`config.mk`:
```
export PLATFORM = sky130hd
export DESIGN_NAME = rr_arb2_sel
export DESIGN_NICKNAME = d
export VERILOG_FILES = /design/src/rtl/rr_arb2_sel.sv
export SDC_FILE = /design/constraint.sdc
export NUM_CORES = 1
export LEC_CHECK = 0
export CELL_PAD_IN_SITES_DETAIL_PLACEMENT = 0
export CELL_PAD_IN_SITES_GLOBAL_PLACEMENT = 1
export CORE_UTILIZATION = 22
export DETAILED_ROUTE_END_ITERATION = 10
export GPL_ROUTABILITY_DRIVEN = 1
export PLACE_DENSITY = 0.68
export RECOVER_POWER = 25
export SYNTH_ARGS = -nofsm -noshare
export SYNTH_HDL_FRONTEND = slang
export SYNTH_SLANG_ARGS = --single-unit
```
`constraint.sdc`:
```
create_clock -name clk -period 1.3 [get_ports clk]
set_input_delay 0.195 -clock clk [delete_from_list [all_inputs] [get_ports clk]]
set_output_delay 0.195 -clock clk [all_outputs]
set_load 0.02 [all_outputs]
```
`src/rtl/rr_arb2_sel.sv`:
```
// Two-source round-robin arbiter feeding a one-entry output buffer.
// Drives the 2:1 mux select and registers the granted beat with its source index.
module rr_arb2_sel #(
   parameter int W = 4
) (
   input  logic         clk,
   input  logic         rst,
   input  logic         in0_valid,
   input  logic [W-1:0] in0_data,
   output logic         in0_ready,
   input  logic         in1_valid,
   input  logic [W-1:0] in1_data,
   output logic         in1_ready,
   output logic         S,
   output logic         out_valid,
   output logic [W-1:0] out_data,
   output logic         out_src,
   input  logic         out_ready
);

   // Handshake: a beat moves on a rising edge where valid & ready are both high;
   // readies are derived from valids (never the reverse), and a source holds
   // valid and data stable until its beat is accepted.

   logic last_grant;
   logic load_en;
   logic g0;
   logic g1;
   logic take;

   always_comb begin
      load_en   = !out_valid | out_ready;
      g0        = in0_valid & (!in1_valid | last_grant);
      g1        = in1_valid & (!in0_valid | !last_grant);
      S         = g1;
      // Readies are forced low while reset is held, since the buffer is being cleared.
      in0_ready = load_en & g0 & !rst;
      in1_ready = load_en & g1 & !rst;
      take      = load_en & (g0 | g1);
   end

   always_ff @(posedge clk or posedge rst) begin
      if (rst) begin
         out_valid  <= 1'b0;
         out_data   <= '0;
         out_src    <= 1'b0;
         last_grant <= 1'b1;
      end else if (take) begin
         out_data   <= g1 ? in1_data : in0_data;
         out_src    <= g1;
         out_valid  <= 1'b1;
         last_grant <= g1;
      end else if (out_ready) begin
         out_valid  <= 1'b0;
      end
   end

endmodule

```
==> flow_summary.ini <==
[outcome]
outcome = finished with violations
violations = setup timing

[cts]
cts_max_level = 1
ctsHoldBuffers = 0
clk_pin_slew_worst_paths_ns = 0.05
clock-sinks = 7
clk_path_buf_depth = 2
cts_root_buf = clkbuf_4
clock_latency_ns = 0.25
cts_setup_buffers = 0
cts_tree = yes
cts_buffers = 3

[timing]
rsz0062_at_grt = true
max_slew.worst_pin.slew_ns = 0.4001
hold_viol_final = 0
relSlewSlack = 0.7333
layout_worst_path_cycle_share = 1.074
skew_ns = 0.005468
hold_ws_ns = 0.4713
fin_ws_ns = -0.09613
maxSlewViolCount = 0
fmax_mhz = 716.3
finalCriticalPeriod_ns = 1.396
setup_violations = 6

[job]
maxCapViolCount = 0

[min_path]
min_from = in0_valid
hold_path.class = in -> reg
hold-path-cell-count = 3
whs_endpoint = last_grant$_DFFE_PP1P_

[yosys]
synth-seq-cells = 7
synthTopCellsByArea = dfrtp_1, mux2_2, dfstp_2
synth_edf_count = 0
syn_avg_cell_area_sq_um = 12.47
synth_xor_area_frac = 0
syn-instance-count = 28
ys_top_cells_by_count = mux2_2, dfrtp_1, inv_1, nand2_1
ys_dominant_reg_cell = dfrtp_1
synth_compound_area_frac = 0.1398
synth.distinct_cells = 14
synth_top_area_share = 0.4301
synth.yosys.seq_area_share = 0.5054
synthMuxAreaShare = 0.2581
synth_most_common_cell = mux2_2
synth_nets = 41
synth_top_family_by_area = multiplexers
synthAdderAreaFrac = 0
yosys_warnings = 0
synth_top_area_cell = dfrtp_1
synth_area_sq_um = 349.1
async_flop_share = 1.000
synth-simple-area-share = 0.06093

[grt]
grt.total_usage = 0.1273
grt_max_degree = 8
grt_pass1_wl_microns = 1656
grt_overflow = 0
first_global_vias = 390
antenna_found_initial = 0

[placement]
place_ws_ns = -0.5409
io_buffers = 21
finalWeightedCongestion = 0.6573
dp_hpwl_microns = 671.6

[critical_path]
r2r-end = out_data[1]$_DFFE_PP0P_
cp-end-kind = register
cp_max_fo = 5
crit_start = last_grant$_DFFE_PP1P_
arrival_ns = 1.53
start_kind = register
reg2reg_depth = 4
cp_data_required_time_ns = 1.43
r2r_start = last_grant$_DFFE_PP1P_
r2r_slack_ns = -0.1
critical_path_class = reg -> reg

[drt]
wl_per_cell_microns = 11.81
vias_per_cell = 4.387
wl_microns = 886
ant_nets = 0
drt-initial-drc-count = 1
drc = 0
vias = 329
drtPass1Iterations = 2

[floorplanning]
ios = 22
start_util = 0.2345
die_y_microns = 41.84
rows = 14
die_w_microns = 41.84
core-area_sq_um = 1489
dieArea_sq_um = 1750

[power]
leakagePower_uw = 0.0002977
peakVddDrop_mv = 0.4473
pwr_density_cell_nw_per_um2 = 1199
power_uw = 781.5

[finish]
syn_to_final_growth_pct = 86.74
fillers = 150
antenna_cells = 0
drive_gt1_frac = 0.4068
fin_nets = 73
-- cell families after synthesis --
group | count (synthesis)
AND/OR/NAND/NOR | 4
flip-flops | 7
AO/OA/AOI/OAI | 6
buffers and inverters | 3
multiplexers | 8
-- worst max-delay path by stage --
| stage | to | slack (ns) | cells past startpoint |
|---|---|---|---|
| after floorplan | out_data[0]$_DFFE_PP0P_ | -0.08 | 3 |
| after global placement | in1_ready | -0.55 | 4 |
| after detailed placement | in1_ready | -0.54 | 4 |
| after CTS | out_data[1]$_DFFE_PP0P_ | -0.10 | 4 |
| after global routing | out_data[0]$_DFFE_PP0P_ | -0.15 | 4 |
| final | out_data[1]$_DFFE_PP0P_ | -0.1 | 4 |
-- state kept, by name, indices dropped and copies added (netlist names) --
register,cells
out_data,4
last_grant,1
out_src,1
out_valid,1
-- placed cells by master, fill, tap and decap left out, types with 2 or more instances in the layout --
cell and instances:
clkbuf_1 2, inv_1 2, buf_4 5, mux2_2 8, clkbuf_4 3, dlygate4sd2_1 8
dfrtp_1 6, clkdlybuf4s50_1 9, nand2_1 2, buf_6 3
-- through the flow --
| stage | TNS (ns) | cells | utilization | area, sq um |
|---|---|---|---|---|
| after floorplan | -0.3306 | 28 | - | 356.6 |
| after global placement | -3.302 | 71 | 0.4261 | 634.4 |
| after detailed placement | -3.244 | 71 | 0.4261 | 634.4 |
| after CTS | -0.5320 | 75 | 0.4403 | 655.6 |
| after global routing | -0.7979 | 75 | 0.4378 | 651.9 |
| final | -0.4781 | 75 | 0.4378 | 651.9 |
-- where the power goes --
part	leakage, uW	switching, uW	internal, uW
clock network	0.0000150	81.8	117
logic	0.000203	131	157
registers	0.0000796	26.9	268
-- cell type report --
class | count | area, sq um | area share
inverters | 2 | 7.507 | 0.01152
well taps | 16 | 20.02 | 0.03071
clock buffers | 4 | 26.28 | 0.04031
multi-input cells | 18 | 171.4 | 0.2630
repair buffers | 28 | 250.2 | 0.3839
flip-flops and latches | 7 | 176.4 | 0.2706
-- critical path: stages, from the launching register on --
cell,delay (ns)
dfstp_2,0.57
a21boi_4,0.07
buf_6,0.13
mux2_2,0.26
mux2_2,0.25
-- timing repair --
action	in CTS	in global routing
resized for setup	26	0
pin swaps	1	1
setup endpoints to repair	13	6
-- layer usage --
layer,wire [microns],vias up,track usage
li1,-,164,-
met1,424,143,0.1479
met2,383,22,0.1969
met3,78,0,0.03478
met4,0,0,0.09677
met5,0,-,0
No activity file was read; power rests on OpenSTA's default activity.
==> patch (same settings) <==
The parameter `W` goes from 4 to 5.
--- a/src/rtl/rr_arb2_sel.sv
+++ b/src/rtl/rr_arb2_sel.sv
@@ -1,7 +1,7 @@
 // Two-source round-robin arbiter feeding a one-entry output buffer.
 // Drives the 2:1 mux select and registers the granted beat with its source index.
 module rr_arb2_sel #(
-   parameter int W = 4
+   parameter int W = 5
 ) (
    input  logic         clk,
    input  logic         rst,
Interface: changed (resized in0_data, in1_data and out_data); port bits go from 22 to 25. No check against the original RTL was run, so the function may have changed too.
==> patch against the unedited design <==
  * The flow still finishes with violations (negative setup slack)
  * Sequential cell count increased by 1
  * Setup slack lost 0.093 ns
  * Power up 20%
  * Synthesized area increased by 17%
  * Wire length rose by 14%
  * Final area grew 25%
  * Critical path type unchanged
==> patch: results (changes against the unedited design) <==
Clock tree
  • H-tree levels: 1 (unchanged)
  • # Post-CTS Setup Buffers: 1 (+1)

STA
  • Worst clock skew: 0.00719 ns (+0.00173 ns)
  • Final worst setup slack: -0.189 ns (-0.0927 ns)
  • Transition at the pin with the smallest max-transition slack: 0.461 ns (+0.0613 ns)
  • Final setup viols: 8 (+2)

Synthesis
  • Commonest cells in the synthesized netlist: dfrtp_1 (7), mux2_2 (5), mux2_1 (4), a22o_2 (2), nand2_1 (2)
  • Synthesized netlist net count: 44 (+7.3%)
  • Portion of the post-synthesis area used by sequential elements: 49.4% (-1.2 points)
  • Synthesized netlist cell count: 29 (+3.6%)
  • Compound-gate portion of the synthesized area: 10.7% (-3.2 points)
  • Portion of netlist area occupied by mux cells: 28.5% (+2.7 points)

Pwr
  • Portion of total power attributed to combinational logic: 43.8% (+7.0 points)
  • Combinational group power: 411 uW (+43%)
  • Relative contribution of sequential cells to total power: 35.2% (-2.5 points)
  • Static leakage power: 0.392 nW (+32%)

Worst setup path
  • Critical Path AT: 1.62 ns (+0.09 ns)
  • Maximum single-stage delay on the critical path: 0.53 ns (-0.04 ns)
  • Worst-case reg-to-reg path depth: 5 (+1)
  • CP top delay family: multiplexers

Route
  • Detailed route wirelength on metal2: 521 microns (+36%)
  • Total via count in the routed design: 376 (+14%)
  • Met1 Wirelength: 399 microns (-5.9%)
  • Wire length after detailed routing: 1010 microns (+14%)
  • Met3 Routed Length: 71 microns (-9.0%)
  • Drt first-iter violations: 0 (-1)

Global route
  • Met3 usage in global routing: 4.80% (+1.3 points)
  • Pin count of the biggest net entering global routing: 9 (+1)
  • Global-route wire length before repair: 1720 microns (+3.7%)
  • Met2 Track Usage GR: 20.9% (+1.2 points)
  • Number of global-route vias before repair: 396 (+1.5%)

Status
  • Violations in the final reports: negative setup slack
  • Status: finished with violations

Place
  • Final weighted congestion of routability-driven global placement: 0.681 (+3.7%)
  • Cell area reported after detailed placement: 748 sq um (+18%)
  • Port-buffer cells: 24 (+14%)
  • Total placed cells including tap cells: 86 (+21%)
  • Post-DP HPWL: 765 microns (+14%)
  • Post-Place Setup Slack: -0.562 ns (-0.0209 ns)

Finish
  • Number of flip-flops in the largest register: 5 (+1)
  • Number of nets in the final layout: 83 (+14%)
  • Number of filler instances in the final layout: 182 (+21%)
  • Proportion of layout cells with a drive suffix above 1: 49.3% (+8.6 points)
-- patch: layout make-up --
class | count | area (sq um) | area share [%]
Timing Repair Buffer | 34 | 320 | 39.4
Multi-Input combinational cell | 20 | 230 | 28.3
Sequential cell | 8 | 201 | 24.8
Tap cell | 25 | 31.3 | 3.85
Clock buffer | 4 | 26.3 | 3.23
Inverter | 1 | 3.75 | 0.462
-- patch: path summary, 6_finish.rpt --
path / endpoint / slack [ns] / startpoint
min in group asynchronous: out_src$_DFFE_PP0P_ / 0.53 / rst
hold / removal: last_grant$_DFFE_PP1P_ / 0.41 / in1_valid
hold reg to reg: out_data[0]$_DFFE_PP0P_ / 0.50 / out_data[0]$_DFFE_PP0P_
setup / recovery: out_data[4]$_DFFE_PP0P_ / -0.19 / last_grant$_DFFE_PP1P_
setup reg to reg: out_data[4]$_DFFE_PP0P_ / -0.19 / last_grant$_DFFE_PP1P_
max in group asynchronous: last_grant$_DFFE_PP1P_ / 0.42 / rst
